<file path="src/rtl/issue_arbiter_pkg.sv">
// Shared types and default sizing for the issue arbiter.
package issue_arbiter_pkg;

    localparam int ISSUE_ARB_NUM_REQ         = 4;
    localparam int ISSUE_ARB_DATA_WIDTH      = 32;
    localparam int ISSUE_ARB_MAX_OUTSTANDING = 4;
    localparam int ISSUE_ARB_SRC_W           = $clog2(ISSUE_ARB_NUM_REQ);

    // Requester index as carried on issue_src / cpl_src for the default build.
    typedef logic [ISSUE_ARB_SRC_W-1:0] issue_arb_src_t;

endpackage

</file>
<file path="src/rtl/issue_arbiter_if.sv">
// Requester, issue, completion and status signals of the issue arbiter.
// Names keep the arbiter's point of view (_i driven into it, _o driven by it).
interface issue_arbiter_if
    import issue_arbiter_pkg::*;
#(
    parameter int NUM_REQ    = ISSUE_ARB_NUM_REQ,
    parameter int DATA_WIDTH = ISSUE_ARB_DATA_WIDTH
) ();
    localparam int SRC_W = $clog2(NUM_REQ);

    logic [NUM_REQ-1:0]                 req_valid_i;
    logic [NUM_REQ-1:0]                 req_ready_o;
    logic [NUM_REQ-1:0][DATA_WIDTH-1:0] req_data_i;
    logic                               issue_valid_o;
    logic                               issue_ready_i;
    logic [DATA_WIDTH-1:0]              issue_data_o;
    logic [SRC_W-1:0]                   issue_src_o;
    logic                               cpl_valid_i;
    logic [SRC_W-1:0]                   cpl_src_i;
    logic                               flush_i;
    logic                               drained_o;
    logic                               cpl_err_o;

    // Requesters / issue stage / completion source side.
    modport master (
        output req_valid_i, req_data_i, issue_ready_i, cpl_valid_i, cpl_src_i, flush_i,
        input  req_ready_o, issue_valid_o, issue_data_o, issue_src_o, drained_o, cpl_err_o
    );

    // Arbiter side.
    modport slave (
        input  req_valid_i, req_data_i, issue_ready_i, cpl_valid_i, cpl_src_i, flush_i,
        output req_ready_o, issue_valid_o, issue_data_o, issue_src_o, drained_o, cpl_err_o
    );
endinterface

</file>
<file path="src/rtl/issue_arbiter_rr_arbiter.sv">
// Combinational pointer-based round-robin arbiter: the first requesting
// index at or after ptr_i (wrapping) wins. Reusable for other arbiters.
module rr_arbiter #(
    parameter int N = 4
) (
    input  logic [N-1:0]         req_i,
    input  logic [$clog2(N)-1:0] ptr_i,
    output logic [N-1:0]         gnt_o,
    output logic [$clog2(N)-1:0] idx_o,
    output logic                 vld_o
);
    localparam int IDX_W = $clog2(N);

    logic [IDX_W:0]   sum;
    logic [IDX_W-1:0] cand;
    logic             found;

    // Scan priority order ptr, ptr+1, ... wrapping at N; keep the first hit.
    always_comb begin
        gnt_o = '0;
        idx_o = '0;
        found = 1'b0;
        sum   = '0;
        cand  = '0;
        for (int off = 0; off < N; off++) begin
            sum = {1'b0, ptr_i} + (IDX_W+1)'(off);
            if (sum >= (IDX_W+1)'(N)) sum = sum - (IDX_W+1)'(N);
            cand = sum[IDX_W-1:0];
            if (!found && req_i[cand]) begin
                found       = 1'b1;
                gnt_o[cand] = 1'b1;
                idx_o       = cand;
            end
        end
        vld_o = found;
    end
endmodule

</file>
<file path="src/rtl/issue_arbiter.sv">
// Round-robin arbiter sharing the single issue path between NUM_REQ
// requesters, with a per-requester outstanding-credit cap, a one-entry
// output register (OREG) toward the issue stage, and a flush/drain control.
module issue_arbiter
    import issue_arbiter_pkg::*;
#(
    parameter int NUM_REQ         = ISSUE_ARB_NUM_REQ,
    parameter int DATA_WIDTH      = ISSUE_ARB_DATA_WIDTH,
    parameter int MAX_OUTSTANDING = ISSUE_ARB_MAX_OUTSTANDING
) (
    input logic            clk_i,
    input logic            rst_ni,
    issue_arbiter_if.slave bus
);
    localparam int SRC_W = $clog2(NUM_REQ);
    localparam int CNT_W = $clog2(MAX_OUTSTANDING + 1);
    localparam logic [CNT_W-1:0] CNT_MAX  = CNT_W'(MAX_OUTSTANDING);
    localparam logic [SRC_W-1:0] LAST_IDX = SRC_W'(NUM_REQ - 1);

    logic [NUM_REQ-1:0][CNT_W-1:0] cnt_q, cnt_d;
    logic [SRC_W-1:0]              ptr_q, ptr_d;
    logic                          issue_valid_q, issue_valid_d;
    logic [DATA_WIDTH-1:0]         issue_data_q, issue_data_d;
    logic [SRC_W-1:0]              issue_src_q, issue_src_d;
    logic                          cpl_err_q, cpl_err_d;

    logic [NUM_REQ-1:0] eligible;
    logic [NUM_REQ-1:0] arb_gnt;
    logic [NUM_REQ-1:0] req_ready;
    logic [NUM_REQ-1:0] cpl_hit;
    logic [SRC_W-1:0]   arb_idx;
    logic               arb_vld;
    logic               oreg_free;
    logic               grant;
    logic               cpl_in_range;

    // A requester may compete only with a free credit and while not flushing.
    always_comb begin
        eligible = '0;
        for (int i = 0; i < NUM_REQ; i++) begin
            eligible[i] = bus.req_valid_i[i] && (cnt_q[i] < CNT_MAX) && !bus.flush_i;
        end
    end

    rr_arbiter #(.N(NUM_REQ)) u_rr (
        .req_i (eligible),
        .ptr_i (ptr_q),
        .gnt_o (arb_gnt),
        .idx_o (arb_idx),
        .vld_o (arb_vld)
    );

    // OREG can take a new request when empty or being consumed this cycle.
    assign oreg_free = !issue_valid_q || bus.issue_ready_i;
    assign grant     = oreg_free && arb_vld;
    assign req_ready = grant ? arb_gnt : '0;

    assign cpl_in_range = ({1'b0, bus.cpl_src_i} < (SRC_W+1)'(NUM_REQ));

    // Decode which requester a completion targets.
    always_comb begin
        cpl_hit = '0;
        for (int i = 0; i < NUM_REQ; i++) begin
            cpl_hit[i] = bus.cpl_valid_i && cpl_in_range && (bus.cpl_src_i == SRC_W'(i));
        end
    end

    // Credit counters: +1 on accept, -1 on completion; a completion for an
    // empty counter or an unknown source is flagged instead of underflowing.
    always_comb begin
        cnt_d     = cnt_q;
        cpl_err_d = cpl_err_q;
        if (bus.cpl_valid_i && !cpl_in_range) cpl_err_d = 1'b1;
        for (int i = 0; i < NUM_REQ; i++) begin
            if (cpl_hit[i] && cnt_q[i] == '0) cpl_err_d = 1'b1;
            unique case ({req_ready[i], cpl_hit[i] && cnt_q[i] != '0})
                2'b10:   cnt_d[i] = cnt_q[i] + CNT_W'(1);
                2'b01:   cnt_d[i] = cnt_q[i] - CNT_W'(1);
                default: cnt_d[i] = cnt_q[i];
            endcase
        end
    end

    // Pointer moves just past the winner so it gets lowest priority next.
    always_comb begin
        ptr_d = ptr_q;
        if (grant) ptr_d = (arb_idx == LAST_IDX) ? '0 : arb_idx + SRC_W'(1);
    end

    // OREG: load on grant, hold while stalled, empty when consumed without refill.
    always_comb begin
        issue_valid_d = issue_valid_q;
        issue_data_d  = issue_data_q;
        issue_src_d   = issue_src_q;
        if (oreg_free) begin
            issue_valid_d = grant;
            if (grant) begin
                issue_data_d = bus.req_data_i[arb_idx];
                issue_src_d  = arb_idx;
            end
        end
    end

    // State registers with synchronous active-low reset.
    always_ff @(posedge clk_i) begin
        if (!rst_ni) begin
            cnt_q         <= '0;
            ptr_q         <= '0;
            issue_valid_q <= 1'b0;
            issue_data_q  <= '0;
            issue_src_q   <= '0;
            cpl_err_q     <= 1'b0;
        end else begin
            cnt_q         <= cnt_d;
            ptr_q         <= ptr_d;
            issue_valid_q <= issue_valid_d;
            issue_data_q  <= issue_data_d;
            issue_src_q   <= issue_src_d;
            cpl_err_q     <= cpl_err_d;
        end
    end

    assign bus.req_ready_o   = req_ready;
    assign bus.issue_valid_o = issue_valid_q;
    assign bus.issue_data_o  = issue_data_q;
    assign bus.issue_src_o   = issue_src_q;
    assign bus.cpl_err_o     = cpl_err_q;
    assign bus.drained_o     = !issue_valid_q && (cnt_q == '0);

endmodule
</file>
<file path="src/flat_wrapper.sv">
// flat-port wrapper written by rule: the top's interface ports become plain ports
module issue_arbiter_flat import issue_arbiter_pkg::*;
#(
    parameter int NUM_REQ         = ISSUE_ARB_NUM_REQ,
    parameter int DATA_WIDTH      = ISSUE_ARB_DATA_WIDTH,
    parameter int MAX_OUTSTANDING = ISSUE_ARB_MAX_OUTSTANDING
)
  (clk_i, rst_ni, bus_req_valid_i, bus_req_data_i, bus_issue_ready_i, bus_cpl_valid_i, bus_cpl_src_i, bus_flush_i, bus_req_ready_o, bus_issue_valid_o, bus_issue_data_o, bus_issue_src_o, bus_drained_o, bus_cpl_err_o);
  issue_arbiter_if #(.NUM_REQ(NUM_REQ), .DATA_WIDTH(DATA_WIDTH)) bus_i ();
  input logic clk_i;
  input logic rst_ni;
  input wire logic [$bits(bus_i.req_valid_i)-1:0] bus_req_valid_i;
  input wire logic [$bits(bus_i.req_data_i)-1:0] bus_req_data_i;
  input wire logic [$bits(bus_i.issue_ready_i)-1:0] bus_issue_ready_i;
  input wire logic [$bits(bus_i.cpl_valid_i)-1:0] bus_cpl_valid_i;
  input wire logic [$bits(bus_i.cpl_src_i)-1:0] bus_cpl_src_i;
  input wire logic [$bits(bus_i.flush_i)-1:0] bus_flush_i;
  output wire logic [$bits(bus_i.req_ready_o)-1:0] bus_req_ready_o;
  output wire logic [$bits(bus_i.issue_valid_o)-1:0] bus_issue_valid_o;
  output wire logic [$bits(bus_i.issue_data_o)-1:0] bus_issue_data_o;
  output wire logic [$bits(bus_i.issue_src_o)-1:0] bus_issue_src_o;
  output wire logic [$bits(bus_i.drained_o)-1:0] bus_drained_o;
  output wire logic [$bits(bus_i.cpl_err_o)-1:0] bus_cpl_err_o;
  assign bus_i.req_valid_i = bus_req_valid_i;
  assign bus_i.req_data_i = bus_req_data_i;
  assign bus_i.issue_ready_i = bus_issue_ready_i;
  assign bus_i.cpl_valid_i = bus_cpl_valid_i;
  assign bus_i.cpl_src_i = bus_cpl_src_i;
  assign bus_i.flush_i = bus_flush_i;
  assign bus_req_ready_o = bus_i.req_ready_o;
  assign bus_issue_valid_o = bus_i.issue_valid_o;
  assign bus_issue_data_o = bus_i.issue_data_o;
  assign bus_issue_src_o = bus_i.issue_src_o;
  assign bus_drained_o = bus_i.drained_o;
  assign bus_cpl_err_o = bus_i.cpl_err_o;
  issue_arbiter #(.NUM_REQ(NUM_REQ), .DATA_WIDTH(DATA_WIDTH), .MAX_OUTSTANDING(MAX_OUTSTANDING)) u_core (.clk_i(clk_i), .rst_ni(rst_ni), .bus(bus_i));
endmodule
</file>
<file path="config.mk">
export PLATFORM = sky130hd
export DESIGN_NAME = issue_arbiter_flat
export DESIGN_NICKNAME = d
export VERILOG_FILES = /design/src/rtl/issue_arbiter_pkg.sv /design/src/rtl/issue_arbiter_if.sv /design/src/rtl/issue_arbiter_rr_arbiter.sv /design/src/rtl/issue_arbiter.sv /design/src/flat_wrapper.sv
export SDC_FILE = /design/constraint.sdc
export NUM_CORES = 1
export LEC_CHECK = 0
export BUFFER_PORTS_ARGS = -buffer_cell sky130_fd_sc_hd__buf_2
export CAP_MARGIN = 20
export CELL_PAD_IN_SITES_DETAIL_PLACEMENT = 1
export CELL_PAD_IN_SITES_GLOBAL_PLACEMENT = 2
export CORE_UTILIZATION = 23
export DETAILED_ROUTE_END_ITERATION = 7
export PLACE_DENSITY_LB_ADDON = 0.1
export SKIP_CTS_REPAIR_TIMING = 1
export SLEW_MARGIN = 25
export SYNTH_ARGS = -nofsm -noshare
export SYNTH_HDL_FRONTEND = slang
export SYNTH_SLANG_ARGS = --single-unit
</file>
<file path="constraint.sdc">
create_clock -name clk_i -period 3.1 [get_ports clk_i]
set_input_delay 0 -clock clk_i [delete_from_list [all_inputs] [get_ports clk_i]]
set_output_delay 0 -clock clk_i [all_outputs]
set_load 0.05 [all_outputs]
</file>
# Yosys cells after proc, flatten, opt, wreduce, memory -nomap -nowiden
# Cells that the tools add are included.
[classes]
addsub = 16
magnitude_cmp = 17
eq_ne = 12
mux = 44
n_bitwise = 3
reduce_logical = 51
[op_table]
columns = ["operator", "n"]
rows = [
  ["binary-select mux 32 bit (select 2 bit)", 1],
  ["2-to-1 mux 32 bit", 1],
  ["logical AND 1 bit", 29],
  ["one-hot mux 3 bit (2 select lines)", 4],
  ["2-to-1 mux 4 bit", 5],
  ["2-to-1 mux 2 bit", 9],
  ["2-to-1 mux 1 bit", 16],
  ["less-than comparator 2 x 3 -> 1 bit (second input constant)", 5],
  ["== test 2 bit (second input constant)", 7],
  ["adder 3 x 1 -> 3 bit (second input constant)", 4],
  ["zero test 12 bit", 1],
  ["zero test 3 bit", 4],
  ["less-than comparator 3 bit (second input constant)", 4],
  ["OR 4 bit", 3],
  ["nonzero test 3 bit", 4],
  ["subtractor 3 x 1 -> 3 bit (second input constant)", 4],
  ["== test 2 x 1 -> 1 bit (second input constant)", 5],
  ["greater-or-equal comparator 3 bit (second input constant)", 3],
  ["binary-select mux 1 bit (select 2 bit)", 4],
  ["demux 1 bit (select 2 bit)", 4],
  ["greater-or-equal comparator 2 x 1 -> 1 bit (second input constant)", 4],
  ["nonzero test 2 bit", 4],
  ["subtractor 2 x 1 -> 2 bit (second input constant)", 4],
  ["adder 2 x 2 -> 3 bit (second input constant)", 2],
  ["8 further kinds", 12],
]
[totals]
regBits = 50
input_bits = 139
output_inout_bits = 41
word_cells = 152

# Longest topological paths before layout
[depth]
depth_word = 19
mapped_depth = 14
depth_no_buf = 13

# Hierarchy
# Synthesis repeated with hierarchy kept, for this count alone.
[unflattened]
hier_cells = 315
hier_area_um2 = 3425.8
[by_module_without_submodules]
columns = ["mod", "instances", "cells_each", "area_per_inst_um2", "seq_area_each_um2"]
rows = [
  ["issue_arbiter", 1, 270, 3006.6, 1001.0],
  ["rr_arbiter", 1, 45, 419.2, 0.0],
]

# Worst setup path before layout
# OpenSTA, ideal clock, no wires.
[synth_timing]
path_kind = "register to register"
startpoint = "reg with a tool-made name"
endpoint = "reg u_core.cnt_q[2] in the netlist's numbering"
setup_ns = 0.076
arrival_time_ns = 3.166
t_required_ns = 3.024
slack_ns = -0.142
path_stages_with_launch = 14
n_path_buf = 1
period_less_slack_ns = 3.242
path_cell_list = "dfxtp_1 buf_4 inv_2 ha_1 mux4_2 and3_1 a22oi_1 a31o_2 ha_1 inv_1 fa_1 xor2_1 or3_1 a21boi_0"
[synth_rtl]
columns = ["item", "line_no", "rtl"]
rows = [
  ["end signal: assignment", "issue_arbiter.sv:114", "cnt_q <= cnt_d;"],
  ["end: declaration", "issue_arbiter.sv:20", "logic [NUM_REQ-1:0][CNT_W-1:0] cnt_q, cnt_d;"],
]

==> impl_metrics.ini <==
[run_status]
status = finished with violations
violations = negative hold slack

[finish]
multiInputGateArea_sq_um = 2540
fin_util = 0.347
stdcell_area_sq_um = 5270
regArea_sq_um = 1010
drive_gt1_frac = 0.484
finalNetCount = 739
fillers = 1813
final_cells = 774
layout-area-overhead-vs-synth_pct = 46.6

[pwr]
leakage_nw = 2.37
ir_worst_vdd_mv = 0.200
p_per_area_nw_per_um2 = 524

[global_routing]
grt_max_degree = 51
antenna_found_initial = 1
grt_pass1_wl_um = 21300
grt_use_total = 0.170
grt_pass1_vias = 4033
grt_overflow_total = 0

[detailed_routing]
dr.pass1.iters = 4
wl_per_cell_um = 17.8
finalWirelength_um = 13800
via_per_inst = 4.92
drc = 0
drt_iter0_markers = 83
vias = 3810
drtAntennaViolNets = 0

[critical_path]
critical_path_required_ns = 3.33
arrival_ns = 3.21
critPathMaxStageDelay_ns = 0.39
crit_chain = inv_6 -> ha_4 -> mux4_2 -> and3_4 -> a22oi_2 -> a31o_2 -> ha_2 -> inv_2 -> fa_2 -> xor2_1 -> or3_4 -> a21boi_2
critPathMaxFanout = 6
slowest_stage = dfxtp_4
path_class = register to register
cp-start-kind = register
crit_family = adder cells
crit_path_end_kind = register
path_buf_inv = 2

[cts]
htreeDepth = 2
numCtsBuffers = 5
cts_tree = yes
path_clk_slew_ns = 0.07
cts_max_path_buffers = 2
numClockSinks = 50
clk_latency_ns = 0.30
cts-root-buf = clkbuf_16

[synth]
synthTopCellsByArea = dfxtp_1, mux2i_1, o221ai_1
syn_avg_cell_area_sq_um = 9.33
syn_nets = 540
synth_area_sq_um = 3590
ys.flop_type = dfxtp_1
ys_seq_area_frac = 0.279
ys_ff_latch = 50
synth_top_area_cell = dfxtp_1
ys_warn_count = 0
yosysTopAreaCellShare = 0.279
synth_edf_count = 0
postSynthCellCount = 385
synth-async-reset-ratio = 0
ys_types = 48

[worst_hold_path]
hold_class = primary input to register

[placed_design]
placed_area_sq_um = 4800
hpwlAfterDp_um = 10000
globalplace.congestion = 0.762
dp.cells = 747
io_buffer_count = 179

[timing]
timing.slew.headroom = 0.583
setup_viol = 0
fmax_mhz = 336
min_period_over_period = 0.960
fin_skew_ns = 0.00729
whs_ns = -0.0246
worst_pin_slew_ns = 0.621
hold_violations = 5
final_max_slew_viol_count = 0
final.min_clock_period_ns = 2.98

[die]
start_util = 0.236
io_pins = 180
dieHeight_um = 127
dieArea_sq_um = 16100
core_sq_um = 15200
rows = 45
dieWidth_um = 127

[run]
drv_cap = 0
per-stage QoR:
step	worst slack, ns	hold WS (ns)	setup TNS, ns	total power, mW
2_1_floorplan	0.00880	0.176	0	1.67
3_3_place_gp	0.0396	0.277	0	2.05
3_5_place_dp	-0.0911	0.284	-0.233	2.07
4_1_cts	-0.121	-0.0400	-0.351	2.75
5_1_grt	-0.0211	0.00148	-0.0211	2.94
6_report	0.123	-0.0246	0	2.76
worst register-to-register path, cell delays in order (launching register included):
cell and delay, ns:
dfxtp_4 0.39, inv_6 0.06, ha_4 0.27, mux4_2 0.30
and3_4 0.22, a22oi_2 0.18, a31o_2 0.20, ha_2 0.20
inv_2 0.05, fa_2 0.38, xor2_1 0.16, or3_4 0.37
a21boi_2 0.14
registers in the layout, indices dropped and copies added (netlist names), named ones only:
register / cells
u_core.bus.issue_data_o: 32
u_core.bus.issue_valid_o: 1
u_core.bus.cpl_err_o: 1
u_core.cnt_q: 12
u_core.ptr_q: 1
u_core.bus.issue_src_o: 2
cell type report:
class	instances	area share
diodes	1	0.000475
clock buffers	7	0.0252
clock inverters	1	0.00570
inverters	15	0.0116
multi-input cells	293	0.483
flip-flops and latches	50	0.192
well taps	188	0.0447
repair buffers	219	0.238
power breakdown:
part	switching, mW	leakage (nW)	total, mW	internal [mW]
combinational	0.807	1.87	1.34	0.532
sequential	0.0484	0.415	0.769	0.720
clock	0.270	0.0781	0.653	0.383
kinds of logic after synthesis:
logic type,count (synthesis),synth area share
DFF,50,0.279
adders and majority gates,16,0.0641
AOI/OAI and AO/OA,108,0.263
muxes,60,0.178
buffers and inverters,42,0.0508
and+or+nand+nor,99,0.139
xor gates and xnor gates,10,0.0265
per-layer routing:
layer | up-vias | part of all wire | track usage | wire [um]
li1 | 1855 | - | - | -
met1 | 1835 | 0.42 | 0.200 | 5850
met2 | 110 | 0.51 | 0.302 | 6960
met3 | 10 | 0.056 | 0.0515 | 774
met4 | 0 | 0.013 | 0.0406 | 181
met5 | - | 0 | 0 | 0
synthesized netlist by cell type, drive strengths merged (12+ instances only):
cell type,number
inv,15
nor2b,12
mux2,12
a211oi,22
o221ai,32
nor2,28
a221oi,13
dfxtp,50
mux2i,46
clkbuf,19
nand2,19
ha,12
cells in the final DEF, fill, tap and decap left out, types with 11 or more instances in the layout:
master         instances
buf_2                178
mux2i_1               45
dfxtp_1               45
o221ai_1              32
nor2_1                27
buf_4                 25
nand2_1               18
a211oi_2              18
dlygate4sd3_1         13
inv_1                 12
mux2_2                12
a221oi_1              12
o21ai_0               11
and2_1                11
final timing paths:
path / slack (ns) / from / end / cells past startpoint
max: 0.12 / register / u_core.cnt_q[8]$_SDFFE_PN0P_ / 12
min: -0.02 / bus_req_data_i[3] / u_core.bus.issue_data_o[3]$_SDFFE_PN0P_ / 3
max reg2reg: 0.12 / register / u_core.cnt_q[8]$_SDFFE_PN0P_ / 12
min reg2reg: 0.52 / u_core.bus.issue_src_o[1]$_SDFFE_PN0P_ / u_core.bus.issue_src_o[1]$_SDFFE_PN0P_ / 2
Note: power is estimated with default switching activity, not from simulation.
